===== src/rtl/seg_scan_controller.sv =====
// Round-robin 7-segment digit scanner with frame-synchronous double buffering and guard blanking.
// Optional leading-zero blanking is compiled in when SEG_SCAN_LZB_EN is defined.
module seg_scan_controller #(
    parameter int unsigned DIGITS       = 8,
    parameter int unsigned SLOT_CYCLES  = 1000,
    parameter int unsigned GUARD_CYCLES = 16
) (
    input  logic                  clk,
    input  logic                  rst_n,
    input  logic                  enable,
    input  logic                  load,
    input  logic [4*DIGITS-1:0]   data_in,
    output logic [3:0]            bcd_out,
    output logic [DIGITS-1:0]     digit_sel,
    output logic                  frame_start
);

    localparam int unsigned IdxW = (DIGITS > 1) ? $clog2(DIGITS) : 1;
    localparam int unsigned CntW = (SLOT_CYCLES > 1) ? $clog2(SLOT_CYCLES) : 1;

    localparam logic [IdxW-1:0] LastIdx   = IdxW'(DIGITS - 1);
    localparam logic [CntW-1:0] LastSlot  = CntW'(SLOT_CYCLES - 1);
    localparam logic [CntW-1:0] LastGuard = CntW'(GUARD_CYCLES - 1);

    typedef enum logic [1:0] {StIdle, StGuard, StDrive} state_e;

    state_e                state_q, state_d;
    logic [IdxW-1:0]       idx_q, idx_d;
    logic [CntW-1:0]       slot_cnt_q, slot_cnt_d;
    logic [4*DIGITS-1:0]   pending_q, pending_d;
    logic                  pending_valid_q, pending_valid_d;
    logic [4*DIGITS-1:0]   shown_q, shown_d;
    logic [3:0]            bcd_q, bcd_d;
    logic [DIGITS-1:0]     sel_q, sel_d;
    logic                  fs_q, fs_d;
    logic                  commit;
`ifdef SEG_SCAN_LZB_EN
    logic                  upper_zero;
`endif

    always_comb begin
        state_d         = state_q;
        idx_d           = idx_q;
        slot_cnt_d      = slot_cnt_q;
        pending_d       = pending_q;
        pending_valid_d = pending_valid_q;
        shown_d         = shown_q;
        commit          = 1'b0;

        if (!enable) begin
            state_d    = StIdle;
            idx_d      = '0;
            slot_cnt_d = '0;
        end else begin
            unique case (state_q)
                StIdle: begin
                    state_d    = StGuard;
                    idx_d      = '0;
                    slot_cnt_d = '0;
                    commit     = 1'b1;
                end
                StGuard: begin
                    slot_cnt_d = slot_cnt_q + 1'b1;
                    if (slot_cnt_q == LastGuard) begin
                        state_d = StDrive;
                    end
                end
                StDrive: begin
                    if (slot_cnt_q == LastSlot) begin
                        state_d    = StGuard;
                        slot_cnt_d = '0;
                        if (idx_q == LastIdx) begin
                            idx_d  = '0;
                            commit = 1'b1;
                        end else begin
                            idx_d = idx_q + 1'b1;
                        end
                    end else begin
                        slot_cnt_d = slot_cnt_q + 1'b1;
                    end
                end
                default: state_d = StIdle;
            endcase
        end

        // Commit reads the old pending word; a coincident load refills it afterwards.
        if (commit && pending_valid_q) begin
            shown_d         = pending_q;
            pending_valid_d = 1'b0;
        end
        if (load) begin
            pending_d       = data_in;
            pending_valid_d = 1'b1;
        end
    end

    // Outputs are derived from next state so they register alongside it.
    always_comb begin
        bcd_d = 4'hF;
        sel_d = '0;
        fs_d  = (state_d == StGuard) && (idx_d == '0) && (slot_cnt_d == '0);
`ifdef SEG_SCAN_LZB_EN
        upper_zero = 1'b1;
`endif
        for (int i = DIGITS - 1; i >= 0; i--) begin
`ifdef SEG_SCAN_LZB_EN
            upper_zero = upper_zero && (shown_d[4*i +: 4] == 4'h0);
`endif
            if ((state_d == StDrive) && (idx_d == IdxW'(i))) begin
                sel_d[i] = 1'b1;
                bcd_d    = shown_d[4*i +: 4];
`ifdef SEG_SCAN_LZB_EN
                if ((i != 0) && upper_zero) begin
                    bcd_d = 4'hF;
                end
`endif
            end
        end
    end

    always_ff @(posedge clk or negedge rst_n) begin
        if (!rst_n) begin
            state_q         <= StIdle;
            idx_q           <= '0;
            slot_cnt_q      <= '0;
            pending_q       <= '0;
            pending_valid_q <= 1'b0;
            shown_q         <= '0;
            bcd_q           <= 4'hF;
            sel_q           <= '0;
            fs_q            <= 1'b0;
        end else begin
            state_q         <= state_d;
            idx_q           <= idx_d;
            slot_cnt_q      <= slot_cnt_d;
            pending_q       <= pending_d;
            pending_valid_q <= pending_valid_d;
            shown_q         <= shown_d;
            bcd_q           <= bcd_d;
            sel_q           <= sel_d;
            fs_q            <= fs_d;
        end
    end

    assign bcd_out     = bcd_q;
    assign digit_sel   = sel_q;
    assign frame_start = fs_q;

endmodule


===== config.mk =====
export PLATFORM = sky130hd
export DESIGN_NAME = seg_scan_controller
export DESIGN_NICKNAME = d
export VERILOG_FILES = /design/src/rtl/seg_scan_controller.sv
export SDC_FILE = /design/constraint.sdc
export NUM_CORES = 1
export LEC_CHECK = 0
export CAP_MARGIN = 20
export CORE_MARGIN = 2
export CORE_UTILIZATION = 35
export CTS_CLUSTER_SIZE = 20
export DETAILED_ROUTE_END_ITERATION = 10
export MAX_ROUTING_LAYER = met4
export PLACE_DENSITY = 0.57
export SETUP_SLACK_MARGIN = 0.02
export SYNTH_ARGS = -nofsm -noshare
export SYNTH_HDL_FRONTEND = slang
export SYNTH_SLANG_ARGS = --single-unit

===== constraint.sdc =====
create_clock -name clk -period 3.48 [get_ports clk]
set_clock_uncertainty 0.2 [all_clocks]
set_input_delay 0.696 -clock clk [delete_from_list [all_inputs] [get_ports clk]]
set_output_delay 0.696 -clock clk [all_outputs]
set_load 0.005 [all_outputs]

Word-level counts from Yosys, hierarchy flattened
Cells that the tools add are included.
- add/sub/neg operators: 2
- eq/ne operators: 14
- multiplexer cells: 34
- reductions and logical operators: 15
- operator list (cell ; count):
    $mux 32 ; 1
    $mux 4 ; 8
    $pmux 10 s3 ; 1
    $mux 10 ; 2
    $eq 3x3->1 const B ; 5
    $mux 1 ; 13
    $logic_and 1x1->1 ; 11
    $add 10x1->10 const B ; 1
    $eq 10x10->1 const B ; 1
    $eq 10x4->1 const B ; 1
    $logic_not 10->1 ; 1
    $mux 3 ; 3
    $eq 3x2->1 const B ; 2
    $mux 2 ; 3
    $pmux 2 s3 ; 1
    $pmux 3 s2 ; 1
    $eq 2x1->1 const B ; 2
    $eq 2x2->1 const B ; 2
    $add 3x1->3 const B ; 1
    $eq 3x1->1 const B ; 1
    $logic_not 3->1 ; 1
    $logic_not 2->1 ; 1
    $pmux 1 s2 ; 1
    $reduce_bool 2->1 ; 1
- bits in registers: 93
- output and inout bits: 13
- logic and storage cells: 74

Longest topological paths before layout
- depth in word-level cells: 15
- gate-level depth with buffers: 11

Worst setup path before layout
OpenSTA, ideal clock, no wires.
- path kind: register -> register
- start: register slot_cnt_q[0]
- end: register bcd_q[3], in the netlist bcd_out[3]
- setup time: 0.079 ns
- arrival time: 2.344 ns
- data required time: 3.201 ns
- setup slack: 0.857 ns
- cell stages (with the launch flop): 11
- path through: dfrtp_1 > ha_1 > nand3b_1 > o41ai_2 > and3_1 > buf_2 > buf_4 > mux2_2 > a21oi_1 > o221ai_1 > a32o_2
- elaborated cells between the ends (all ways): 39
- those cells by class: eq/ne: 10; mux: 19; reduce/logical: 10
- RTL lines (element ; line ; RTL):
    start, declared ; 29 ; logic [CntW-1:0] slot_cnt_q, slot_cnt_d;
    start signal, assigned ; 135 ; slot_cnt_q <= slot_cnt_d;
    $eq 10x10->1 ; 69 ; if (slot_cnt_q == LastSlot) begin
    $mux 1 ; 69 ;
    $pmux 1 s2 ; 55 ; unique case (state_q)
    $mux 1 ; 50 ; if (!enable) begin
    $logic_and 1x1->1 ; 87 ; if (commit && pending_valid_q) begin
    $mux 32 ; 87 ;
    named net shown_d[23] ; 32 ; logic [4*DIGITS-1:0] shown_q, shown_d;
    $mux 4 (6 in a row) ; 109 ; if ((state_d == StDrive) && (idx_d == IdxW'(i))) begin
    named net bcd_d[3] ; 33 ; logic [3:0] bcd_q, bcd_d;
    end signal, assigned ; 129 ; bcd_q <= 4'hF;
    end signal, assigned ; 139 ; bcd_q <= bcd_d;
    end, declared ; 33 ;
The timed path passes the listed nets, and every way through them passes these cells.
A chain may end at the register's enable or synchronous reset.

Worst setup path in the final report
- start: register slot_cnt_q[0]
- end: register bcd_q[1], in the netlist bcd_out[1]
Same word-level chain as after synthesis.

==> key figures <==
Run status
  • Status: finished with violations
  • Violated checks: design-rule violations

Timing
  • Minimum clock period: slightly above 3 ns
  • Period utilisation layout: ~87%
  • Slew HR: between 50% and 60%
  • Slew Limit Fails: 0
  • Fmax: 330 MHz
  • Final setup vio count: 0
  • Worst hold slack: 0.212 ns
  • Slew @ Worst Pin: about 0.71 ns
  • Unrepaired setup endpoints after global routing: no
  • Final hold vios: 0
  • Setup_tns: 0 ns

Clock tree
  • CTS sink cnt: 93
  • TritonCTS Buffers: 9
  • Root Driver: clkbuf_16
  • CTS resizes: 0
  • Worst-path clk slew: approximately 0.060 ns
  • Clk Latency, worst-skew pair: around 0.34 ns
  • CTS Hold Bufs: 0
  • Post-CTS setup buffers: 0
  • Clk buf depth: 2
  • TritonCTS clock tree: done
  • H-Tree Depth: 3

Synthesis
  • Synthesized Nets: 370
  • Synth top cells by count: dfrtp_1, mux2_2, nand2_1, nor2_1, nand3_1
  • Share of flip-flops with an asynchronous set or reset: between 90% and 100%
  • Post-synthesis adder-cell area fraction: 0.902%
  • Post-Syn Instances: 331
  • Sequential-to-total area share from yosys stat: between 50% and 60%
  • Synth Area in XOR/XNOR: between 2 and 2.5%
  • Mux cell area share after synthesis: between 10% and 20%
  • Syn_area_per_cell: ~13 µm²
  • Post-synth top area share: between 50% and 60%
  • Post-Synth Simple-Gate Area: roughly 11%
  • Number of flops mapped to enable cells by yosys: 0
  • Synth cell types: 55
  • Synth top area cells: dfrtp_1, mux2_2, dfstp_2, mux2i_1, nand3_1
  • Most common cell in the netlist: dfrtp_1
  • Largest family of logic cells by synthesized area: multiplexers
  • #FFs+latches synth: between 90 and 100
  • Yosys top cell by area: dfrtp_1
  • Dominant synthesized flop cell: dfrtp_1
  • Synthesized cell area: between 4000 and 5000 µm²
  • Post-synthesis compound-gate area fraction: about 7.5%
  • Yosys Warn Count: 0

Floorplan
  • Full die area: ~13,000 µm²
  • Initial core utilization: between 30 and 40%
  • I/O pin count: 49
  • Chip width: about 110 µm
  • Die Y-Extent: between 100 and 150 µm
  • CORE AREA: 11,500 µm²
  • Rows: 39

Route
  • Via-per-instance ratio: between 4 and 5
  • Wire length per cell: ~16 µm
  • Pre-antenna DRT Iters: 7
  • Iter 0 DRT Violations: 85
  • Via count: ~2,600
  • Final WL: about 8.3 mm
  • Post-route ant nets: 0
  • DRC viols: 3

Setup path
  • Critical path type: reg2reg
  • Largest stage delay, worst path: about 0.51 ns
  • Worst r2r path cells: 8
  • Worst Setup Start Kind: flip-flop
  • Critical Path AT: ~3.1 ns
  • CP endpoint kind: flip-flop
  • Crit path required time: ~3.6 ns
  • Critical path launch point: slot_cnt_q[0]$_DFF_PN0_
  • R2R Setup Slk: ~0.45 ns
  • Max Fanout on Critical Path: 9
  • RR Endpoint: bcd_out[1]$_DFF_PN1_
  • CP max-delay cell: and3_1
  • Crit-path cells: ha_1 -> nand3b_1 -> o41ai_2 -> and3_1 -> mux2_2 -> a21oi_1 -> o221ai_1 -> a32o_2
  • Reg-to-Reg Start: slot_cnt_q[0]$_DFF_PN0_

Layout
  • # diodes: 0
  • Area growth syn-to-layout: 22.8%
  • Fillers: about 1,100
  • Nets@finish: approximately 420
  • Layout cell share with drive strength beyond 1: roughly 27%

Global route
  • Initial antenna violation count: 0
  • Global route overflow: 0
  • Global-route usage over all layers: around 14%
  • First-pass GRT wire length: 13.5 mm
  • Largest net degree at the start of global routing: 56
  • Vias in the first global route: about 2,700

Placed design
  • Placer Congestion: slightly above 0.8
  • Port Buffer Count: 48
  • Hpwl dp: about 6.0 mm

Flow run
  • Maxcap violations: 0

Power and ir drop
  • PwrDens: just under 500 nW/µm²
  • Leak: 0.00213 µW
  • Max VDD drop: 232 µV

Min path
  • HP Class: in2async
-- per-layer routing --
layer	share of wire, %	vias to the layer above	GRT usage [%]
met5	0	-	-
met4	1.0	0	4.39
met3	3.8	5	4.07
met2	50	34	22.3
met1	45	1319	18.1
li1	-	1272	-
-- worst max-delay path, delay by kind of cell, from the launching register on --
kind / cells / cell delay [ns]
AOI/OAI and AO/OA: 4 / 1.00
DFF: 1 / 0.41
adders and majority gates: 1 / 0.23
muxes: 1 / 0.41
and+or+nand+nor: 2 / 0.70
-- worst max-delay path by stage --
stage / to / slack [ns] / depth (start not counted)
after floorplan: bcd_out[3]$_DFF_PN1_ / 0.86 / 10
after global placement: bcd_out[0]$_DFF_PN1_ / 0.29 / 8
after detailed placement: bcd_out[0]$_DFF_PN1_ / 0.25 / 8
after CTS: bcd_out[1]$_DFF_PN1_ / 0.44 / 8
after global routing: bcd_out[3]$_DFF_PN1_ / 0.30 / 9
final: bcd_out[1]$_DFF_PN1_ / 0.45 / 8
-- through the flow --
step	utilization [%]	power, µW	area (µm²)	instances	setup slack [ns]
detailed placement	41.8	1560	4810	512	0.252
CTS	44.4	2560	5110	527	0.441
finish	44.4	2510	5110	527	0.451
global route	44.4	2640	5110	527	0.301
global placement	41.8	1560	4810	512	0.287
floorplan	-	1440	4160	331	0.857
-- kinds of logic (layout without fill, tap and decap cells) --
logic type                 after synthesis  count (layout)
adders and majority gates                3               3
and+or+nand+nor                         82              82
buffers and inverters                   32              85
muxes                                   69              69
DFF                                     93              93
AOI/OAI and AO/OA                       41              41
xor gates and xnor gates                11              11
-- final cells by class --
type	count	area, µm²	area share, %
sequential	93	2330	45.6
multi-input combinational	206	1680	32.8
timing repair buffer	58	578	11.3
clock buffer	11	253	4.95
tap	143	179	3.50
clock inverter	4	47.5	0.930
inverter	12	45.0	0.881
-- registers in the layout, summed over array words and instances, names as in the netlist --
| signal | flops |
|---|---|
| pending_valid_q | 1 |
| slot_cnt_q | 10 |
| pending_q | 32 |
| frame_start | 1 |
| shown_q | 32 |
| digit_sel | 8 |
| idx_q | 3 |
| bcd_out | 4 |
| state_q | 2 |
-- cell usage in the layout, fill, tap and decap left out, drive strengths merged, types with 8 or more instances in the layout --
cell	count
dfrtp	89
mux2	61
clkdlybuf4s50	47
nand2	16
nor2	16
nand3	13
inv	12
clkbuf	11
buf	11
mux2i	8
o21ai	8
-- power by group --
| group | leakage [µW] | internal, µW | switching, µW |
|---|---|---|---|
| Clock | 0.000147 | 589 | 386 |
| Sequential | 0.00113 | 1210 | 58.9 |
| Combinational | 0.000849 | 161 | 109 |
(Power assumes the default switching activity.)
==> RTL change: new RTL, same settings <==
Set the parameter `SLOT_CYCLES` to 2000 (it was 1000).
--- a/src/rtl/seg_scan_controller.sv
+++ b/src/rtl/seg_scan_controller.sv
@@ -2,7 +2,7 @@
 // Optional leading-zero blanking is compiled in when SEG_SCAN_LZB_EN is defined.
 module seg_scan_controller #(
     parameter int unsigned DIGITS       = 8,
-    parameter int unsigned SLOT_CYCLES  = 1000,
+    parameter int unsigned SLOT_CYCLES  = 2000,
     parameter int unsigned GUARD_CYCLES = 16
 ) (
     input  logic                  clk,
Check against the original RTL: no difference found for any inputs over 10 cycles, from zero or initial values and one cycle with rst_n low; that may be too few to reach the edited logic, so the function may still have changed.
==> RTL change against the unedited design <==
Wire length increased by 17%. Worst setup slack worse by 0.095 ns. Die area increased by 2.3%. Sequential cell count up 1. Maximum frequency shrank 3.0%. Final area up 3.7%. Total power increased by 3.9%. First-iteration DRC count rose to 2.8 times the old value. Area after synthesis up 2.4%. Sequential share of layout area decreased by 1.2 points. Hold slack got worse by 0.11 ns.
==> RTL change: results (changes against the unedited design) <==
- The global routing usage on met3 came to 0.03070 (-0.01000).
- The final RePlAce weighted congestion is 0.8467 (+4.3%).
- The highest net fanout along the worst path was 11 (+2).
- The critical path's largest stage delay came to 0.66 ns (+0.15 ns).
- The number of global-route vias before repair came to 3170 (+18%).
- The layout net count was 490 (+17%).
- The largest registers in the layout are pending_q (32), shown_q (32), slot_cnt_q (11).
- The final hold slack is 0.09924 ns (-0.1124 ns).
- The fraction of the mapped netlist area in adder cells is 0.008805 (-0.0002117).
- In the synthesized netlist, the cells that appear most often are 90 x dfrtp_1, 79 x nand2_1, 36 x mux2_2, 23 x nor2_1, 17 x nand3_1.
- The detailed route wirelength on metal3 is 349 microns (+10%).
- The sequential fraction of the synthesis area is 0.5530 (-0.007285).
- The clock network power share is 0.414 (+0.026).
- The met1 global-route usage is 0.2154 (+0.03472).
- The maximum number of pins on one net before global-route repair was 60 (+7.1%).
- The peak ir drop on the vdd network is 312.9 uV (+35%).
- The number of warnings printed during yosys synthesis came to 0 (unchanged).
- The worst slew margin relative to its limit is 0.6042 (+0.07570).
- The xor-xnor portion of the synthesized cell area was 0.02055 (-0.002598).
- The cell at the slowest stage of the critical path is or4_4.
- The terminus of the critical flop-to-flop path is bcd_out[3].
- The share of layout cells above drive strength 1 was 0.1820 (-0.08882).
- The switching share of total power is 0.2295 (+0.009085).
- The overall global routing resource usage came to 0.1664 (+0.02375).
- The slack of the worst reg-to-reg path is 0.36 ns (-0.10 ns).
- The first-pass GRT wire length is 16230 microns (+20%).
- The run finished with clean final reports.
- The global-route met2 utilization is 0.2583 (+0.03518).
- The first-pass iteration count of the detailed router was 4 (-3).
- The pre-CTS setup slack is 0.3170 ns (+0.06505 ns).
- The placed instance area is 4967 sq um (+3.3%).
- The number of nets produced by synthesis was 434 (+17%).
- The number of different library cells in the post-synthesis netlist is 54 (-1.8%).
- The placed instance count is 587 (+15%).
- The clock group total power is 1.08 mW (+11%).
- The synthesized area divided by synthesized cell count is 10.79 sq um (-14%).
- The HPWL after detailed placement is 7005 microns (+16%).
- The iteration-0 DRC count of the detailed router is 241 (+180%).
- The met2 routed wirelength is 4750 microns (+16%).
- The met1 wire length is 4413 microns (+18%).
- The share of cell area taken by muxes after synthesis is 0.1156 (-0.06861).
- The compound-cell area share of the yosys netlist was 0.1098 (+0.03463).
RTL change: cell types whose count changed after synthesis, moves of 6 or more:
cell,delta
nand2_1,+63
mux2_2,-25
o22ai_1,+15
clkbuf_1,+7
nor2_1,+7
buf_4,-6
mux2i_1,-6
RTL change: final cells by class:
type                    instances  area, sq um  share of cell area
repair buffers                 63        603.1              0.1138
clock buffers                  11        252.7             0.04768
inverters                      10        37.54            0.007080
well taps                     147        183.9             0.03469
clock inverters                 5        81.33             0.01534
flip-flops and latches         94         2357              0.4447
multi-input cells             273         1785              0.3368
RTL change: worst max path at each step:
stage	endpoint	start	cells past startpoint
finish	bcd_out[3]	slot_cnt_q[0]	8
global route	bcd_out[3]	slot_cnt_q[0]	9
CTS	bcd_out[3]	slot_cnt_q[0]	8
global placement	bcd_out[3]	enable	9
detailed placement	bcd_out[3]	enable	8
floorplan	bcd_out[0]	slot_cnt_q[0]	9
